### src/rtl/io_bank.sv
// Memory-mapped IO bank: GPIO out/in, 32-bit compare timer with interrupt, TX byte FIFO.
// Define IO_BANK_TIMER_EN to build the timer; without it the timer words read 0 and irq is 0.
module io_bank #(
    parameter int FIFO_DEPTH       = 4,
    parameter int GPIO_SYNC_STAGES = 2
) (
    input  logic        clk,
    input  logic        reset,
    input  logic [7:0]  io_addr,
    input  logic        io_en,
    input  logic        io_we,
    input  logic [31:0] io_data_write,
    output logic [31:0] io_data_read,
    input  logic [31:0] gpio_in,
    output logic [31:0] gpio_out,
    output logic [7:0]  tx_data,
    output logic        tx_valid,
    input  logic        tx_ready,
    output logic        irq
);
    localparam int AW = $clog2(FIFO_DEPTH);
    localparam int CW = AW + 1;

    localparam logic [5:0] W_GPIO_OUT = 6'h00;
    localparam logic [5:0] W_GPIO_IN  = 6'h01;
    localparam logic [5:0] W_TCOUNT   = 6'h02;
    localparam logic [5:0] W_TCMP     = 6'h03;
    localparam logic [5:0] W_TCTRL    = 6'h04;
    localparam logic [5:0] W_TX_DATA  = 6'h05;
    localparam logic [5:0] W_TX_STAT  = 6'h06;

    logic [5:0] word;
    logic       wr, rd;
    logic       unused_addr;

    assign word        = io_addr[7:2];
    assign wr          = io_en & io_we;
    assign rd          = io_en & ~io_we;
    assign unused_addr = ^io_addr[1:0];

    // GPIO
    logic [GPIO_SYNC_STAGES-1:0][31:0] sync_pipe;
    logic [31:0] gpio_sync;

    assign gpio_sync = sync_pipe[GPIO_SYNC_STAGES-1];

    always_ff @(posedge clk or posedge reset) begin
        if (reset) begin
            gpio_out  <= '0;
            sync_pipe <= '0;
        end else begin
            if (wr && word == W_GPIO_OUT) gpio_out <= io_data_write;
            sync_pipe[0] <= gpio_in;
            for (int i = 1; i < GPIO_SYNC_STAGES; i++) sync_pipe[i] <= sync_pipe[i-1];
        end
    end

    // TX FIFO: a pop frees a slot in the same cycle, so push-while-full-and-popping is accepted
    logic [7:0]    mem [FIFO_DEPTH];
    logic [AW-1:0] wr_ptr, rd_ptr;
    logic [CW-1:0] count;
    logic          overflow;
    logic          full, empty, push_req, pop, push, drop;

    assign full     = (count == CW'(FIFO_DEPTH));
    assign empty    = (count == '0);
    assign tx_valid = ~empty;
    assign tx_data  = mem[rd_ptr];
    assign push_req = wr && word == W_TX_DATA;
    assign pop      = tx_valid & tx_ready;
    assign push     = push_req & (~full | pop);
    assign drop     = push_req & full & ~pop;

    always_ff @(posedge clk) begin
        if (push) mem[wr_ptr] <= io_data_write[7:0];
    end

    always_ff @(posedge clk or posedge reset) begin
        if (reset) begin
            wr_ptr   <= '0;
            rd_ptr   <= '0;
            count    <= '0;
            overflow <= 1'b0;
        end else begin
            if (push) wr_ptr <= wr_ptr + AW'(1);
            if (pop)  rd_ptr <= rd_ptr + AW'(1);
            case ({push, pop})
                2'b10:   count <= count + CW'(1);
                2'b01:   count <= count - CW'(1);
                default: count <= count;
            endcase
            overflow <= drop | (overflow & ~(wr && word == W_TX_STAT && io_data_write[7]));
        end
    end

    logic [31:0] tcount_rd, tcmp_rd, tctrl_rd;

`ifdef IO_BANK_TIMER_EN
    logic [31:0] tcount, tcmp;
    logic        t_en, t_irq_en, t_match, irq_q;
    logic        hit, ctrl_wr, match_n, irq_en_n;

    assign hit      = t_en && (tcount == tcmp);
    assign ctrl_wr  = wr && word == W_TCTRL;
    // a match landing in the same cycle as its W1C clear survives
    assign match_n  = hit | (t_match & ~(ctrl_wr & io_data_write[2]));
    assign irq_en_n = ctrl_wr ? io_data_write[1] : t_irq_en;

    always_ff @(posedge clk or posedge reset) begin
        if (reset) begin
            tcount   <= '0;
            tcmp     <= '0;
            t_en     <= 1'b0;
            t_irq_en <= 1'b0;
            t_match  <= 1'b0;
            irq_q    <= 1'b0;
        end else begin
            if (wr && word == W_TCOUNT) tcount <= io_data_write;
            else if (hit)               tcount <= '0;
            else if (t_en)              tcount <= tcount + 32'd1;
            if (wr && word == W_TCMP) tcmp <= io_data_write;
            if (ctrl_wr) t_en <= io_data_write[0];
            t_irq_en <= irq_en_n;
            t_match  <= match_n;
            irq_q    <= match_n & irq_en_n;
        end
    end

    assign irq       = irq_q;
    assign tcount_rd = tcount;
    assign tcmp_rd   = tcmp;
    assign tctrl_rd  = {29'd0, t_match, t_irq_en, t_en};
`else
    assign irq       = 1'b0;
    assign tcount_rd = '0;
    assign tcmp_rd   = '0;
    assign tctrl_rd  = '0;
`endif

    always_comb begin
        io_data_read = '0;
        if (rd) begin
            case (word)
                W_GPIO_OUT: io_data_read = gpio_out;
                W_GPIO_IN:  io_data_read = gpio_sync;
                W_TCOUNT:   io_data_read = tcount_rd;
                W_TCMP:     io_data_read = tcmp_rd;
                W_TCTRL:    io_data_read = tctrl_rd;
                W_TX_STAT:  io_data_read = {24'd0, overflow, 5'(count), empty, full};
                default:    io_data_read = '0;
            endcase
        end
    end
endmodule

### config.mk
export PLATFORM = sky130hd
export DESIGN_NAME = io_bank
export DESIGN_NICKNAME = d
export VERILOG_FILES = /design/src/rtl/io_bank.sv
export SDC_FILE = /design/constraint.sdc
export NUM_CORES = 1
export LEC_CHECK = 0
export CAP_MARGIN = 20
export CORE_MARGIN = 4
export CORE_UTILIZATION = 40
export CTS_CLUSTER_SIZE = 40
export DETAILED_ROUTE_END_ITERATION = 12
export HOLD_SLACK_MARGIN = 0.1
export PLACE_DENSITY = 0.74
export SYNTH_ARGS = -nofsm -noshare
export SYNTH_HDL_FRONTEND = slang
export SYNTH_SLANG_ARGS = --single-unit
### constraint.sdc
create_clock -name clk -period 4.35 [get_ports clk]
set_input_delay 0.435 -clock clk [delete_from_list [all_inputs] [get_ports clk]]
set_output_delay 0.435 -clock clk [all_outputs]
set_load 0.02 [all_outputs]
-- Yosys cells after proc, flatten, opt, wreduce, memory -nomap -nowiden
Memories as Yosys holds them, arrays and structs flattened.
Cells that the tools add are included.
- register bits: 104
- RAM bits: 32
- input port bits: 77
- memories kept: 1
- memory list (name ; depth ; width ; read ports ; clocked after memory_dff ; write ports ; line ; source):
    mem ; 4 ; 8 ; 1 ; 0 ; 1 ; 59 ; logic [7:0] mem [FIFO_DEPTH];
- $add $sub $neg: 4
- equal/unequal tests: 6
- mux-type cells: 5
- bitwise logic cells: 14
- reductions and logical operators: 7
- operators with widths (kind ; number):
    32-bit case mux with 3 select lines ; 1
    32-bit two-way mux ; 1
    6-bit by 3-bit equality test with 1-bit output (second input constant) ; 2
    1-bit AND ; 7
    6-bit by 1-bit equality test with 1-bit output (second input constant) ; 1
    6-bit logical NOT ; 1
    3-bit case mux with 2 select lines ; 1
    1-bit inverter ; 5
    2-bit by 1-bit adder with 2-bit output (second input constant) ; 2
    1-bit logical AND ; 4
    3-bit by 1-bit adder with 3-bit output (second input constant) ; 1
    3-bit equality test (second input constant) ; 1
    3-bit logical NOT ; 1
    3-bit by 1-bit subtractor with 3-bit output (second input constant) ; 1
    2-bit by 1-bit equality test with 1-bit output (second input constant) ; 1
    2-bit equality test (second input constant) ; 1
    1-bit two-way mux ; 2
    1-bit OR ; 2
    2-bit nonzero test ; 1

-- Depth between registers and ports, before layout
- depth after elaboration: 7
- depth in mapped cells: 8
- mapped depth without buffers: 7

-- Worst setup path before layout
OpenSTA, ideal clock, no wires.
- path type: input to output
- from: input port io_addr[5]
- to: output port io_data_read[11]
- arrival: 1.878 ns
- data required time: 3.915 ns
- setup slack: 2.037 ns
- cell stages on the path: 5
- cell sequence: or3_4 or4_1 buf_2 buf_6 nor2_1
- cells in the longest elaborated chain, start to end: 3
- elaborated cells between the ends (all ways): 5
- RTL lines (item ; line ; source):
    from (decl) ; 9 ; input logic [7:0] io_addr,
    6-bit by 3-bit equality test with 1-bit output (tied with other cells) ; 143 ; case (word)
    32-bit case mux with 3 select lines (*) ; 143 ;
    32-bit two-way mux (*) ; 142 ; if (rd) begin
    to (decl) ; 13 ; output logic [31:0] io_data_read,
Every way passes the cells marked *; elsewhere a longest branch is shown, timed or not.

-- Final worst setup path
- from: input port io_addr[5]
- to: output port io_data_read[15]
Same word-level chain as after synthesis.

==> impl_metrics.env <==
export IMPL_ys_seq_elements=136
export IMPL_htree_levels=4
export IMPL_rows=41
export IMPL_cts_buffers=17
export IMPL_totalNegativeSetupSlack_ns=0
export IMPL_worst_skew_pair_late_latency_ns=0.41
export IMPL_outcome="completed"
export IMPL_dieArea_um2=15100
export IMPL_clk_path_buf_depth=2
export IMPL_die_h_um=123
export IMPL_grt_usage_pct=16.0
export IMPL_grt_max_degree=86
export IMPL_via_per_inst=4.79
export IMPL_cts_resized=0
export IMPL_maxCapViolations=0
export IMPL_final_min_clock_period_ns=3.64
export IMPL_synthTopCellsByArea="dfrtp_1 (49%), edfxtp_1 (18%), mux2_4 (8.5%)"
export IMPL_clock_sinks=136
export IMPL_fin_cells=656
export IMPL_synth_cells=316
export IMPL_initial_core_util_pct=41.4
export IMPL_antenna_found_initial=2
export IMPL_route_vias_total=3139
export IMPL_synth_most_common_cell="dfrtp_1"
export IMPL_setup_viol=0
export IMPL_cp_max_fo=26
export IMPL_skew_ns=0.00606
export IMPL_root_buffer="clkbuf_16"
export IMPL_hold_viol_final=0
export IMPL_critPathArrivalTime_ns=3.21
export IMPL_grt_pass1_wl_um=17900
export IMPL_ys_top_cells_by_count="dfrtp_1 (104), nor2_1 (34), edfxtp_1 (32)"
export IMPL_startpoint="io_addr[5]"
export IMPL_grt_pass1_vias=3420
export IMPL_r2r_start="count[0]"
export IMPL_gp_congestion=0.824
export IMPL_wl_um=11300
export IMPL_slew_viol_final=0
export IMPL_dp_hpwl_um=7890
export IMPL_cts_clk_slew_worst_paths_ns=0.06
export IMPL_areaGrowthSynthToFinish_pct=42.0
export IMPL_syn_area_um2=5280
export IMPL_p_leak_nw=3.07
export IMPL_layout_nets=553
export IMPL_syn_avg_cell_area_um2=16.7
export IMPL_worst_setup_path_type="in -> out"
export IMPL_worst_setup_path_start_kind="input pin"
export IMPL_post_route_period_util_pct=83.8
export IMPL_pre_cts_slack_ns=0.712
export IMPL_synth_edf_count=32
export IMPL_firstDrtPassIters=5
export IMPL_synth_area_leader_cell="dfrtp_1"
export IMPL_required_ns=3.91
export IMPL_p_per_area_nw_per_um2=476
export IMPL_fin_ws_ns=0.705
export IMPL_crit_path_end_kind="output pin"
export IMPL_ios=151
export IMPL_seq_area_frac_synth_pct=67.4
export IMPL_fp_dieW_um=123
export IMPL_synth_top_area_share_pct=49.3
export IMPL_ys_flop_type="dfrtp_1"
export IMPL_antennaDiodeCount=0
export IMPL_cts_tree="built"
export IMPL_yosys_warnings=0
export IMPL_relSlewSlack_pct=32.1
export IMPL_fin_util_pct=58.8
export IMPL_ys_types=45
export IMPL_core_um2=12800
export IMPL_portBuffers=147
export IMPL_async_flop_share_pct=76.5
export IMPL_hold_path_class="reg -> reg"
export IMPL_rsz0062_at_grt="false"
export IMPL_place_inst=623
export IMPL_drive_gt1_share_pct=18.0
export IMPL_remaining_drc_errors=0
export IMPL_worst_pin_slew_ns=1.02
export IMPL_overflow=0
export IMPL_postCtsSetupRepairBufs=0
export IMPL_syn_num_nets=398
export IMPL_holdCritStartpoint="sync_pipe[27]"
export IMPL_fmax_mhz=274
export IMPL_irDropWorstVdd_mv=0.233
export IMPL_postCtsHoldBufs=0
export IMPL_drt_iter0_drc=164
export IMPL_postRouteAntennaNets=0
export IMPL_wl_per_cell_um=17.2
worst paths after layout:
kind	to	slack, ns	depth (start not counted)
max	io_data_read[15]	0.71	5
min	gpio_sync[27]	0.35	0
max reg2reg	count[1]	1.99	7
min reg2reg	gpio_sync[27]	0.35	0
max in group asynchronous	sync_pipe[10]	3.36	3
min in group asynchronous	gpio_sync[31]	0.39	2
critical path: stages:
cell and delay (ns):
clkdlybuf4s50_1 0.45, or3_4 0.42, or4_1 0.95, nor2_1 0.31
clkdlybuf4s50_1 0.64
report_power, final:
group / internal, mW / switching (mW) / total [mW]
clock network: 0.969 / 0.523 / 1.49
registers: 1.39 / 0.112 / 1.50
logic: 0.338 / 0.243 / 0.581
total: 2.70 / 0.878 / 3.57
cell type report:
class / count / area [um^2]
Clock buffer: 19 / 443
Inverter: 6 / 25.0
Fill cell: 982 / 5270
Clock inverter: 13 / 178
Multi-Input combinational cell: 158 / 1560
Timing Repair Buffer: 152 / 1520
Tap cell: 172 / 215
Sequential cell: 136 / 3560
state kept, by name, indices dropped and copies added (netlist names):
register and count:
count 3, rd_ptr 2, wr_ptr 2, overflow 1, mem 32, sync_pipe 32, gpio_out 32, gpio_sync 32
logic make-up (layout without fill, tap and decap cells):
kind of cell / after synthesis / after routing / share of synthesized area (%)
buffers and inverters: 22 / 190 / 3.13
xor gates and xnor gates: 5 / 5 / 0.829
other: 1 / 1 / 0.0710
AOI/OAI and AO/OA: 19 / 19 / 2.53
muxes: 72 / 72 / 18.6
DFF: 136 / 136 / 67.4
adders and majority gates: 5 / 5 / 1.33
and+or+nand+nor: 56 / 56 / 6.11
routing by layer:
metal / vias up / global-route usage [%] / share of wire [%]
li1: 1445 / - / -
met1: 1546 / 20.1 / 41
met2: 126 / 25.2 / 51
met3: 18 / 5.40 / 7.0
met4: 4 / 7.21 / 1.6
met5: - / 0 / 0.17
stage by stage:
stage               hold WS, ns  power (mW)  instance area, um^2
floorplan                 0.331        1.84                 5280
global placement          0.332        2.09                 6860
detailed placement        0.336        2.11                 6860
CTS                       0.349        3.62                 7480
global route              0.351        3.73                 7500
finish                    0.347        3.57                 7500
layout by cell type, fill, tap and decap left out, drive strengths merged, types with 2 or more instances in the layout:
cell type / count
clkdlybuf4s50: 146
dfrtp: 104
mux2: 38
nor2: 34
edfxtp: 32
mux2i: 26
clkbuf: 19
mux4: 8
inv: 6
buf: 6
a22oi: 5
clkinv: 5
and2: 4
o21ai: 4
ha: 4
clkinvlp: 4
bufinv: 4
nor3: 4
xnor2: 3
nor4b: 2
a21oi: 2
a211oi: 2
xor2: 2
and4b: 2
No activity file was read; power rests on OpenSTA's default activity.
==> patch: new RTL, same flow settings <==
Add a define of `IO_BANK_TIMER_EN`.
--- a/src/rtl/io_bank.sv
+++ b/src/rtl/io_bank.sv
@@ -2,2 +2,4 @@
 // Define IO_BANK_TIMER_EN to build the timer; without it the timer words read 0 and irq is 0.
+`define IO_BANK_TIMER_EN
+
 module io_bank #(
Check against the original RTL: not equivalent (Yosys sat finds a counterexample within 4 cycles, from zero or initial values and one cycle with reset high).
==> patch against the unedited design <==
  * Sequential cell count increased by 68
  * Clock power increased by 26%
  * Setup slack improved by 0.31 ns
  * Non-clock buffer count increased by 14
  * Die area increased by 71%
  * Synthesized cell count increased by 140%
  * Combinational power increased by 67%
  * Final area increased by 58%
  * Area after synthesis increased by 77%
  * Fmax increased by 9.2%
  * Total power increased by 46%
  * Wire length increased by 110%
  * Critical path type unchanged
  * Largest cell class unchanged
==> patch: results (changes against the unedited design) <==
metric;value;unit;change
status;complete, no violations;;
synth_cells;773;;+140%
cts_buffer_depth;3;;+1
async_flop_share;84.3;%;+7.8 points
gr-usage-all-layers;18.4;%;+2.4 points
slew_headroom;30.1;%;-2.0 points
path_max_fanout;13;;-50%
placed_cells;1203;;+93%
synth_common_cells;dfrtp_1 (172), nor2_1 (71), mux2_2 (65);;
grt_max_degree;173;;+100%
vias;6633;;+110%
yosys.area_share.adder;0.883;%;-0.44 points
hp-start;sync_pipe[10];;
postPlaceCellArea;0.0111;mm²;+62%
min_to;gpio_sync[10];;
cts_buffers;22;;+5
routabilityCongestion;0.897;;+8.8%
grt_pass1_vias;6664;;+95%
synthMuxAreaShare;15.2;%;-3.4 points
post-place-ws;0.996;ns;+0.283 ns
slowest_delay;0.55;ns;-0.40 ns
wire_per_inst;19.3;µm;+12%
synth-compound-area-share;8.61;%;+6.1 points
die_area;0.0259;mm²;+71%
grt_first_pass_wirelength;38300;µm;+110%
yosys-top-cells-area;dfrtp_1 (46%), edfxtp_1 (10%), mux2_2 (7.8%);;
r2r-end;tcount[10];;
multi_input_area;0.00380;mm²;+140%
antenna_found_initial;0;;-2
## patch: changes by cell type after synthesis, sizes merged, moves of 12 or more
cell	change
nor3	+13
and3	+12
nor2b	+13
mux4	+12
dfrtp	+68
nor2	+38
mux2	+28
xor2	+34
a21oi	+23
clkbuf	+28
o21ai	+41
nand3	+15
nand2	+45
a22oi	+25
## patch: cell families after synthesis
| family | after synthesis |
|---|---|
| AO/OA/AOI/OAI | 130 |
| XOR/XNOR | 46 |
| adder cells (fa/ha/maj) | 6 |
| buffers and inverters | 64 |
| flip-flops | 204 |
| multiplexers | 108 |
| AND/OR/NAND/NOR | 215 |
## patch: where the power goes
group	switching, mW	internal, mW	leakage (nW)
Sequential	0.251	2.11	2.37
Combinational	0.469	0.504	2.18
Clock	0.752	1.12	0.361
Total	1.47	3.74	4.92
## patch: worst reg2reg max path, cell delays in order, from the launching register on
cell	delay [ns]
dfrtp_1	0.44
xor2_1	0.21
nor4_1	0.42
nand4_1	0.23
nor3_4	0.52
buf_4	0.35
nor2_2	0.25
a221oi_1	0.33
a21oi_1	0.12
## patch: cell type report
class	count	share of cell area, %
sequential	204	44.3
multi-input combinational	505	32.0
timing repair buffer	166	13.7
clock buffer	32	5.56
tap	313	3.30
clock inverter	8	0.643
inverter	15	0.506
## patch: how the worst max path moves through the flow
stage                     startpoint                to  slack [ns]
after floorplan                reset          count[0]        1.72
after global placement    io_addr[5]  io_data_read[19]        1.02
after detailed placement  io_addr[5]  io_data_read[17]         1.0
after CTS                 io_addr[5]  io_data_read[17]        0.99
after global routing      io_addr[3]   io_data_read[6]        0.84
final                     io_addr[5]  io_data_read[17]        1.01
## patch: per-layer routing
metal	GRT usage (%)	routed length, µm	vias to the layer above
met1	26.8	10800	3304
li1	-	-	3065
met4	4.61	524	0
met5	0	0	-
met2	28.9	11100	227
met3	3.44	1560	37
